<file path="src/rtl/sys_feed_ctrl.sv">
`timescale 1ns/1ps
`default_nettype none
// ============================================================================
// Module      : sys_feed_ctrl
// Description : Feed/collect controller for an N x N systolic array.
//               Accepts a job of inner length K, clears the PE accumulators,
//               streams K operand vectors from the A/B buffers into the array
//               with a per-lane diagonal skew, waits for the array to drain,
//               then buffers the N result rows in an N-entry FIFO and hands
//               them downstream under valid/ready.
// Revision    : 1.0 - initial release
// ----------------------------------------------------------------------------
// Ports
//   clk, rst                 : clock, synchronous active-high reset
//   start_vld / start_rdy    : job request handshake (ready only when idle)
//   cfg_k                    : inner length K, captured at the handshake
//   a_/b_rd_en, _rd_addr     : operand buffer read strobe and step index
//   a_/b_rd_data             : operand vector, valid one cycle after rd_en
//   sys_a_/sys_b_vld, _data  : skewed per-lane operand feed into the array
//   pe_clr                   : one-cycle accumulator clear
//   c_in_vld, c_in_data      : result rows from the array (no backpressure)
//   res_vld/res_rdy/res_data : downstream result stream
//   done                     : one-cycle job-complete pulse
//   err_ovf                  : sticky result FIFO overflow
//   err_cfg                  : one-cycle pulse on an illegal cfg_k
// ============================================================================
module sys_feed_ctrl #(
    parameter int N      = 8,
    parameter int ES     = 8,
    parameter int KMAX   = 64,
    parameter int PE_LAT = 1
) (
    input  logic                      clk,
    input  logic                      rst,
    input  logic                      start_vld,
    output logic                      start_rdy,
    input  logic [$clog2(KMAX):0]     cfg_k,
    output logic                      a_rd_en,
    output logic [$clog2(KMAX)-1:0]   a_rd_addr,
    input  logic [N*ES-1:0]           a_rd_data,
    output logic                      b_rd_en,
    output logic [$clog2(KMAX)-1:0]   b_rd_addr,
    input  logic [N*ES-1:0]           b_rd_data,
    output logic [N-1:0]              sys_a_vld,
    output logic [N*ES-1:0]           sys_a_data,
    output logic [N-1:0]              sys_b_vld,
    output logic [N*ES-1:0]           sys_b_data,
    output logic                      pe_clr,
    input  logic                      c_in_vld,
    input  logic [N*3*ES-1:0]         c_in_data,
    output logic                      res_vld,
    input  logic                      res_rdy,
    output logic [N*3*ES-1:0]         res_data,
    output logic                      done,
    output logic                      err_ovf,
    output logic                      err_cfg
);

    localparam int c_kw        = $clog2(KMAX) + 1;
    localparam int c_aw        = $clog2(KMAX);
    localparam int c_rw        = N * 3 * ES;
    localparam int c_cw        = $clog2(N + 1);
    localparam int c_pw        = (N > 1) ? $clog2(N) : 1;
    // Last operand needs N-1 skew cycles to reach the far lane, another N-1
    // to propagate across the array, plus the read latency and PE latency.
    localparam int c_drain_cyc = 2 * (N - 1) + 1 + PE_LAT;
    localparam int c_dw        = $clog2(c_drain_cyc + 1);

    localparam logic [c_kw-1:0] c_kmax       = c_kw'(KMAX);
    localparam logic [c_kw-1:0] c_k_one      = c_kw'(1);
    localparam logic [c_cw-1:0] c_n_full     = c_cw'(N);
    localparam logic [c_cw-1:0] c_cnt_one    = c_cw'(1);
    localparam logic [c_pw-1:0] c_ptr_last   = c_pw'(N - 1);
    localparam logic [c_pw-1:0] c_ptr_one    = c_pw'(1);
    localparam logic [c_dw-1:0] c_drain_last = c_dw'(c_drain_cyc - 1);
    localparam logic [c_dw-1:0] c_drain_one  = c_dw'(1);
    localparam logic [c_aw-1:0] c_addr_one   = c_aw'(1);

    typedef enum logic [2:0] {
        IDLE    = 3'd0,
        CLR     = 3'd1,
        FETCH   = 3'd2,
        DRAIN   = 3'd3,
        COLLECT = 3'd4,
        FLUSH   = 3'd5
    } state_t;

    state_t             r_state;
    state_t             w_state_next;
    logic [c_kw-1:0]    r_k;
    logic [c_aw-1:0]    r_k_cnt;
    logic [c_dw-1:0]    r_drain_cnt;
    logic [c_cw-1:0]    r_row_cnt;
    logic               r_cfg_err;
    logic               r_rd_vld;

    logic [c_rw-1:0]    r_mem [N];
    logic [c_pw-1:0]    r_wr_ptr;
    logic [c_pw-1:0]    r_rd_ptr;
    logic [c_cw-1:0]    r_count;
    logic               r_err_ovf;

    logic               w_hs;
    logic               w_cfg_bad;
    logic               w_last_fetch;
    logic               w_push_req;
    logic               w_pop;
    logic               w_full;
    logic               w_push;
    logic               w_ovf;
    logic [c_cw-1:0]    w_rows_next;
    logic               w_flush_done;

    assign w_hs         = start_vld && (r_state == IDLE);
    assign w_cfg_bad    = (cfg_k == '0) || (cfg_k > c_kmax);
    assign w_last_fetch = ({1'b0, r_k_cnt} == (r_k - c_k_one));

    // Result FIFO control. A push into a full FIFO is still accepted when the
    // head leaves in the same cycle, so a full FIFO can stream at full rate.
    assign w_push_req = c_in_vld && (r_state != IDLE);
    assign w_pop      = (r_count != '0) && res_rdy;
    assign w_full     = (r_count == c_n_full);
    assign w_push     = w_push_req && (!w_full || w_pop);
    assign w_ovf      = w_push_req && w_full && !w_pop;

    // Rows received this job, saturating at N (dropped rows still count).
    assign w_rows_next = (r_row_cnt == c_n_full) ? c_n_full
                                                 : r_row_cnt + c_cw'(w_push_req);

    function automatic logic [c_pw-1:0] f_ptr_inc(input logic [c_pw-1:0] p);
        return (p == c_ptr_last) ? '0 : p + c_ptr_one;
    endfunction

    // ------------------------------------------------------------------
    // FSM: next state and state-decoded outputs
    // ------------------------------------------------------------------
    always_comb begin
        w_state_next = r_state;
        w_flush_done = 1'b0;
        start_rdy    = 1'b0;
        pe_clr       = 1'b0;
        a_rd_en      = 1'b0;
        b_rd_en      = 1'b0;
        a_rd_addr    = '0;
        b_rd_addr    = '0;
        case (r_state)
            IDLE: begin
                start_rdy = 1'b1;
                if (w_hs && !w_cfg_bad) begin
                    w_state_next = CLR;
                end
            end
            CLR: begin
                pe_clr       = 1'b1;
                w_state_next = FETCH;
            end
            FETCH: begin
                a_rd_en   = 1'b1;
                b_rd_en   = 1'b1;
                a_rd_addr = r_k_cnt;
                b_rd_addr = r_k_cnt;
                if (w_last_fetch) begin
                    w_state_next = DRAIN;
                end
            end
            DRAIN: begin
                if (r_drain_cnt == c_drain_last) begin
                    w_state_next = COLLECT;
                end
            end
            COLLECT: begin
                if (w_rows_next == c_n_full) begin
                    w_state_next = FLUSH;
                end
            end
            FLUSH: begin
                if (r_count == '0) begin
                    w_flush_done = 1'b1;
                    w_state_next = IDLE;
                end
            end
            default: w_state_next = IDLE;
        endcase
    end

    assign done    = w_flush_done || r_cfg_err;
    assign err_cfg = r_cfg_err;
    assign err_ovf = r_err_ovf;
    assign res_vld = (r_count != '0);
    assign res_data = res_vld ? r_mem[r_rd_ptr] : '0;

    // ------------------------------------------------------------------
    // FSM state register and job counters
    // ------------------------------------------------------------------
    always_ff @(posedge clk) begin
        if (rst) begin
            r_state     <= IDLE;
            r_k         <= '0;
            r_k_cnt     <= '0;
            r_drain_cnt <= '0;
            r_row_cnt   <= '0;
            r_cfg_err   <= 1'b0;
            r_rd_vld    <= 1'b0;
        end else begin
            r_state   <= w_state_next;
            r_cfg_err <= w_hs && w_cfg_bad;
            r_rd_vld  <= (r_state == FETCH);

            if (w_hs) begin
                r_k <= cfg_k;
            end

            if (r_state == FETCH) begin
                r_k_cnt <= w_last_fetch ? '0 : r_k_cnt + c_addr_one;
            end else begin
                r_k_cnt <= '0;
            end

            if (r_state == DRAIN) begin
                r_drain_cnt <= r_drain_cnt + c_drain_one;
            end else begin
                r_drain_cnt <= '0;
            end

            r_row_cnt <= (r_state == IDLE) ? '0 : w_rows_next;
        end
    end

    // ------------------------------------------------------------------
    // Operand skew: lane r is delayed r cycles past the read latency, so
    // the far lane carries an N-1 deep shift register. Data is zeroed at
    // the entry of each chain whenever no read is returning.
    // ------------------------------------------------------------------
    for (genvar r = 0; r < N; r++) begin : g_lane
        logic [ES-1:0] w_a_in;
        logic [ES-1:0] w_b_in;

        assign w_a_in = r_rd_vld ? a_rd_data[r*ES +: ES] : '0;
        assign w_b_in = r_rd_vld ? b_rd_data[r*ES +: ES] : '0;

        if (r == 0) begin : g_direct
            assign sys_a_vld[0]       = r_rd_vld;
            assign sys_b_vld[0]       = r_rd_vld;
            assign sys_a_data[0 +: ES] = w_a_in;
            assign sys_b_data[0 +: ES] = w_b_in;
        end else begin : g_skew
            logic [r-1:0]  r_vld_sr;
            logic [ES-1:0] r_a_sr [r];
            logic [ES-1:0] r_b_sr [r];

            always_ff @(posedge clk) begin
                if (rst) begin
                    r_vld_sr <= '0;
                    for (int i = 0; i < r; i++) begin
                        r_a_sr[i] <= '0;
                        r_b_sr[i] <= '0;
                    end
                end else begin
                    r_vld_sr[0] <= r_rd_vld;
                    r_a_sr[0]   <= w_a_in;
                    r_b_sr[0]   <= w_b_in;
                    for (int i = 1; i < r; i++) begin
                        r_vld_sr[i] <= r_vld_sr[i-1];
                        r_a_sr[i]   <= r_a_sr[i-1];
                        r_b_sr[i]   <= r_b_sr[i-1];
                    end
                end
            end

            assign sys_a_vld[r]         = r_vld_sr[r-1];
            assign sys_b_vld[r]         = r_vld_sr[r-1];
            assign sys_a_data[r*ES +: ES] = r_a_sr[r-1];
            assign sys_b_data[r*ES +: ES] = r_b_sr[r-1];
        end
    end

    // ------------------------------------------------------------------
    // Result FIFO
    // ------------------------------------------------------------------
    always_ff @(posedge clk) begin
        if (w_push) begin
            r_mem[r_wr_ptr] <= c_in_data;
        end
    end

    always_ff @(posedge clk) begin
        if (rst) begin
            r_wr_ptr  <= '0;
            r_rd_ptr  <= '0;
            r_count   <= '0;
            r_err_ovf <= 1'b0;
        end else begin
            if (w_push) begin
                r_wr_ptr <= f_ptr_inc(r_wr_ptr);
            end
            if (w_pop) begin
                r_rd_ptr <= f_ptr_inc(r_rd_ptr);
            end
            case ({w_push, w_pop})
                2'b10:   r_count <= r_count + c_cnt_one;
                2'b01:   r_count <= r_count - c_cnt_one;
                default: r_count <= r_count;
            endcase
            if (w_ovf) begin
                r_err_ovf <= 1'b1;
            end
        end
    end

endmodule
`default_nettype wire

</file>
<file path="config.mk">
export PLATFORM = sky130hd
export DESIGN_NAME = sys_feed_ctrl
export DESIGN_NICKNAME = d
export VERILOG_FILES = /design/src/rtl/sys_feed_ctrl.sv
export SDC_FILE = /design/constraint.sdc
export NUM_CORES = 2
export LEC_CHECK = 0
export ABC_AREA = 0
export CORE_AREA = 2 2 385 387
export CTS_BUF_LIST = sky130_fd_sc_hd__clkbuf_8
export CTS_CLUSTER_DIAMETER = 150
export DETAILED_ROUTE_END_ITERATION = 10
export DIE_AREA = 0 0 387 389
export PLACE_DENSITY = 0.82
export SLEW_MARGIN = 20
export SYNTH_ARGS = -nofsm -noshare
export SYNTH_HDL_FRONTEND = slang
export SYNTH_SLANG_ARGS = --single-unit
</file>
<file path="constraint.sdc">
create_clock -name clk -period 27.8 [get_ports clk]
set_clock_uncertainty 0.2 [all_clocks]
set_input_delay 6.95 -clock clk [delete_from_list [all_inputs] [get_ports clk]]
set_output_delay 6.95 -clock clk [all_outputs]
set_load 0.05 [all_outputs]
</file>
Yosys cells after proc, flatten, opt, wreduce, memory -nomap -nowiden

Memories as Yosys holds them, arrays and structs flattened. A register that Yosys moved wholly into a read port is not among the register bits.
Index checks and enable logic that the tools add are counted.

Memories kept: 15
Bits in latches: 0
Bits in writable memories: 1,984
Memory bits (read-only): 0
Logic and storage cells: 241
Register bits after elaboration: 66

Memories:

| memory                  | words | bits a word | rd ports | clocked after memory_dff | write ports | RTL line | RTL |
|---|---|---|---|---|---|---|---|
| r_mem                   | 8     | 192         | 1        | 1                        | 1           | 97       | `logic [c_rw-1:0] r_mem [N];` |
| g_lane[7].g_skew.r_a_sr | 7     | 8           | 7        | 0                        | 7           | 248      | `logic [ES-1:0] r_a_sr [r];` |
| g_lane[7].g_skew.r_b_sr | 7     | 8           | 7        | 0                        | 7           | 249      | `logic [ES-1:0] r_b_sr [r];` |
| g_lane[6].g_skew.r_a_sr | 6     | 8           | 6        | 0                        | 6           | 248      |  |
| g_lane[6].g_skew.r_b_sr | 6     | 8           | 6        | 0                        | 6           | 249      |  |
| g_lane[5].g_skew.r_a_sr | 5     | 8           | 5        | 0                        | 5           | 248      |  |
| +9 memories             | --    | --          | --       | --                       | --          | --       |  |

Reductions and logical operators: 26
Divide/modulo/power cells: 0
$mul: 0
$lt $le $gt $ge: 1
Mux-type cells: 98
Eq/ne operators: 19
Add/subtract/negate cells: 8
Shift-type cells: 0
Bitwise logic cells: 56

Operators with widths:

| cell                                                 | number |
|---|---|
| two-way mux 8 bit                                    | 72 |
| two-way mux 192 bit                                  | 1 |
| bitwise OR 1 bit                                     | 54 |
| two-way mux 3 bit                                    | 9 |
| case mux 3 bit (6 select lines)                      | 1 |
| OR reduction 8 bit                                   | 2 |
| equality test 3 bit (second input constant)          | 4 |
| equality test 4 bit (second input constant)          | 3 |
| two-way mux 1 bit                                    | 12 |
| logical AND 1 bit                                    | 8 |
| inequality test 2 bit (second input constant)        | 4 |
| case mux 4 bit (2 select lines)                      | 1 |
| equality test 6 x 7 -> 1 bit                         | 1 |
| > comparator 7 bit (second input constant)           | 1 |
| logical NOT 7 bit                                    | 1 |
| subtractor 7 x 1 -> 7 bit (second input constant)    | 1 |
| adder 3 x 1 -> 3 bit (second input constant)         | 2 |
| adder 6 x 1 -> 6 bit (second input constant)         | 1 |
| equality test 3 x 2 -> 1 bit (second input constant) | 2 |
| two-way mux 6 bit                                    | 1 |
| adder 5 x 1 -> 5 bit (second input constant)         | 1 |
| equality test 5 x 4 -> 1 bit (second input constant) | 1 |
| AND reduction 5 bit                                  | 1 |
| adder 4 x 1 -> 4 bit                                 | 1 |
| 17 further kinds                                     | 23 |

Depth between registers and ports, before layout

Word-level depth: 7
Mapped depth: 9
Mapped depth without buffers: 9

Worst setup path after synthesis

No wires, ideal clock.

Kind: input to register
Start: in c_in_vld
End: mem r_mem[2][0] (netlist bit), enable pin
Slack: 5,043 ps
Arrival: 21,538 ps
Data required time: 26,581 ps
Stages: 4
Library setup time: 1,019 ps
Path through: o31ai_1 a21oi_1 nand2b_1 nor3b_1

Longest elaborated chain between the ends: 4

Ends and longest elaborated chain:

| element                                 | RTL line | RTL |
|---|---|---|
| start: declaration                      | 49       | `input logic c_in_vld,` |
| logical AND 1 bit                       | 120      | `assign w_push_req = c_in_vld && (r_state != IDLE);` |
| logical AND 1 bit                       | 123      | `assign w_push = w_push_req && (!w_full \|\| w_pop);` |
| two-way mux 1 bit                       | 281      | `if (w_push) begin` |
| two-way mux 1 bit (implied by the code) | 282      | `r_mem[r_wr_ptr] <= c_in_data;` |
| end: declaration                        | 97       |  |

Every way passes these cells.

Worst setup path after layout

Start: in a_rd_data[3]
End: out sys_a_data[3]

Longest elaborated chain between the ends: 1

Ends and longest elaborated chain:

| element            | RTL line | RTL |
|---|---|---|
| start: declaration | 40       | `input logic [N*ES-1:0] a_rd_data,` |
| two-way mux 8 bit  | 238      | `assign w_a_in = r_rd_vld ? a_rd_data[r*ES +: ES] : '0;` |
| end: declaration   | 45       | `output logic [N*ES-1:0] sys_a_data,` |

Every way passes these cells.

==> summary.txt <==
Run status
  – Status: finished clean

Pwr
  – Pwr dens: 90.6 nW/um2
  – Worst VDD drop: 100 uV
  – Sequential Power Share: 0.430
  – Clock power frac: 0.293
  – Sw Share: 0.318
  – Design Power: 0.00792 W
  – Leak: 28.4 nW
  – Comb power frac: 0.277
  – Switching pwr: 0.00251 W
  – P_int: 0.00540 W

Timing
  – Post-route setup TNS: 0 ns
  – Unrepaired setup endpoints after global routing: false
  – Worst slew pin tran: 1.18 ns
  – Min Hold Slack: 0.226 ns
  – Final worst-path cycle share: 0.560
  – Fin. max-slew vios: 0
  – Crit path time final: 15.58 ns
  – Slew headroom: 0.216
  – Fin. Hold Viols: 0
  – Fmax: 64.2 MHz
  – Setup-failing EPs final: 0

Global routing
  – GRT Total Usage: 0.206
  – First-pass GRT wire length: 232,000 um
  – GRT overflow: 0
  – Antenna violations before repair: 36
  – Vias in the first global route: 37,700
  – Largest net degree at the start of global routing: 241

Yosys
  – Post-synth top area cell: edfxtp_1
  – Post-synth top area share: 0.633
  – Async SR Flop Fraction: 0
  – Flops & latches, synth: 2,032
  – Mean area per synthesized cell: 19.5 um2
  – Top cells by count, synth: edfxtp_1, dfxtp_1, mux4_2
  – EDFF count, synth: 1,536
  – Ys Warns: 0
  – Netlist Area Pre-Place: 72,900 um2
  – Register area share after synthesis: 0.769
  – Synth area leaders: edfxtp_1, dfxtp_1, mux4_2
  – Cells after synthesis: 3,734
  – Ys flop type: edfxtp_1
  – Distinct cell type count after synthesis: 53
  – Syn nets: 4,079
  – Most frequent cell after synthesis: edfxtp_1

Die
  – Core area: 147,000 um2
  – Ports: 688
  – Die area: 151,000 um2
  – Die X: 387 um
  – Initial core utilization: 0.497
  – Die height: 389 um
  – Site Rows: 141

Placement
  – Port Buffers: 687
  – Routability cong.: 0.805
  – DP Wirelength: 89,000 um
  – Post-DP Area: 81,500 um2

Clock network
  – Sink Count: 2,032
  – Post-cts resize count: 0
  – CTS Hold Bufs: 0
  – Max Root-Sink Buffers: 4
  – H-tree depth: 5
  – Root buffer cell: clkbuf_8
  – Clk_lat worst skew: 0.98 ns
  – Reg clk slew, reported paths: 0.06 ns
  – CTS tree: done
  – CTS Buf Count: 327
  – Setup Buffers After CTS: 0

Route
  – Total wire length: 156,000 um
  – Iter 0 DRT Violations: 2,664
  – 1st-pass router iterations: 5
  – Via density: 5.37
  – DR vias: 36,100
  – DRC violations left: 0
  – Post-DRT Antenna Nets: 0
  – DR WL/cell: 23.3 um

Worst setup path
  – CP Class: primary input to output pin
  – Critical path data arrival time: 8.43 ns
  – Worst EP required: 20.65 ns
  – Worst setup SP type: primary input
  – Critical path, cell by cell: clkdlybuf4s50_1 -> and2_1 -> clkdlybuf4s50_1
  – Worst path max stage delay: 0.82 ns
  – Crit path max fanout: 1
  – Crit end category: output pin
  – CP dominant cell by count: clkdlybuf4s50_1
  – Slowest-stage cell, CP: clkdlybuf4s50_1

Layout
  – Nets@finish: 4,885
  – Design Area, Final: 87,400 um2
  – Fillers: 10,100
  – Fin util: 0.596
  – Layout cell share with drive strength beyond 1: 0.178
  – Area growth syn-to-layout: 19.9%

Min path
  – Worst Hold Class: flip-flop to flip-flop

Run
  – Max-cap violations: 0
==> cell type report <==
class                      instances  area (um2)  share of cell area
clock inverter                   205        1040              0.0118
tap                             1930        2410              0.0276
sequential                      2032       56100               0.641
multi-input combinational       1436       15600               0.178
antenna                           16        40.0            0.000458
inverter                          11        41.3            0.000472
timing repair buffer             732        7380              0.0844
clock buffer                     353        4860              0.0556
==> critical path, delay by kind of cell <==
family / cells / cell delay, ns
buf+inv: 2 / 1.29
simple gates: 1 / 0.18
==> final timing paths <==
path / to / slack (ns) / startpoint / depth (start not counted)
max: sys_a_data[3] / 12.22 / a_rd_data[3] / 3
min reg2reg: g_lane[6].g_skew.r_b_sr[4][7]$_SDFF_PP0_ / 0.23 / g_lane[6].g_skew.r_b_sr[3][7]$_SDFF_PP0_ / 1
min: g_lane[6].g_skew.r_b_sr[4][7]$_SDFF_PP0_ / 0.23 / g_lane[6].g_skew.r_b_sr[3][7]$_SDFF_PP0_ / 1
max reg2reg: r_mem[7][50]$_DFFE_PP_ / 23.11 / r_state[1]$_SDFFE_PP0P_ / 6
==> kinds of logic (layout without fill, tap and decap cells) <==
family / Yosys count / count (layout) / synth area share
DFF: 2032 / 2032 / 0.769
and+or+nand+nor: 782 / 782 / 0.0589
muxes: 583 / 583 / 0.146
buffers and inverters: 266 / 1301 / 0.0179
AOI/OAI and AO/OA: 41 / 41 / 0.00391
xor gates and xnor gates: 17 / 17 / 0.00204
adders and majority gates: 13 / 13 / 0.00233
other: 0 / 16 / 0
==> registers in the layout, indices dropped and copies added, names as in the netlist, 3 cells and up, named ones only <==
register	flops
r_k	7
r_k_cnt	6
r_row_cnt	4
r_state	3
g_lane.g_skew.r_b_sr	224
r_mem	1536
r_wr_ptr	3
r_rd_ptr	3
r_drain_cnt	5
g_lane.g_skew.r_vld_sr	7
g_lane.g_skew.r_a_sr	224
r_count	4
==> per-layer routing <==
layer  track usage  up-vias  share of wire
met5             0        -         0.0013
met4        0.0811       30          0.030
met3        0.0567      309          0.075
met2         0.350     1378           0.51
met1         0.250    18400           0.39
li1              -    15900              -
==> power groups by stage <==
stage	Clock, W	Combinational, W	Sequential (W)
after floorplan	0	0.00150	0.00348
after global placement	0	0.00219	0.00346
after detailed placement	0	0.00221	0.00347
after CTS	0.00238	0.00222	0.00341
after global routing	0.00251	0.00230	0.00342
final	0.00232	0.00219	0.00341
==> cell usage in the layout, fill, tap and decap left out, types with 3 or more instances in the layout <==
cell,netlist,final
edfxtp_1,1536,1536
a21oi_1,18,18
clkinvlp_4,0,5
inv_1,10,100
clkinv_2,0,31
nor2b_1,346,345
o2111ai_1,3,3
mux2i_1,198,198
clkinv_1,0,69
nor3_2,2,4
xnor2_1,7,7
and2_1,135,135
nand3b_1,3,3
and3_1,5,5
nor2_1,223,221
nand2b_1,3,3
dfxtp_4,0,3
nor3_1,12,10
mux4_2,384,384
bufinv_16,0,7
xor2_1,10,10
nand4_1,3,3
dfxtp_1,496,493
buf_12,0,11
ha_1,12,12
buf_4,65,33
nand3_1,7,7
diode_2,0,16
nand2_1,27,27
clkdlybuf4s50_1,0,686
nor3b_2,0,4
clkbuf_8,0,353
==> through the flow <==
stage	instances	setup WS [ns]
final	6715	12.22
after detailed placement	6141	12.25
after global routing	6712	12.22
after floorplan	3734	5.04
after global placement	6140	12.27
after CTS	6699	12.25
No activity file was read; power rests on OpenSTA's default activity.
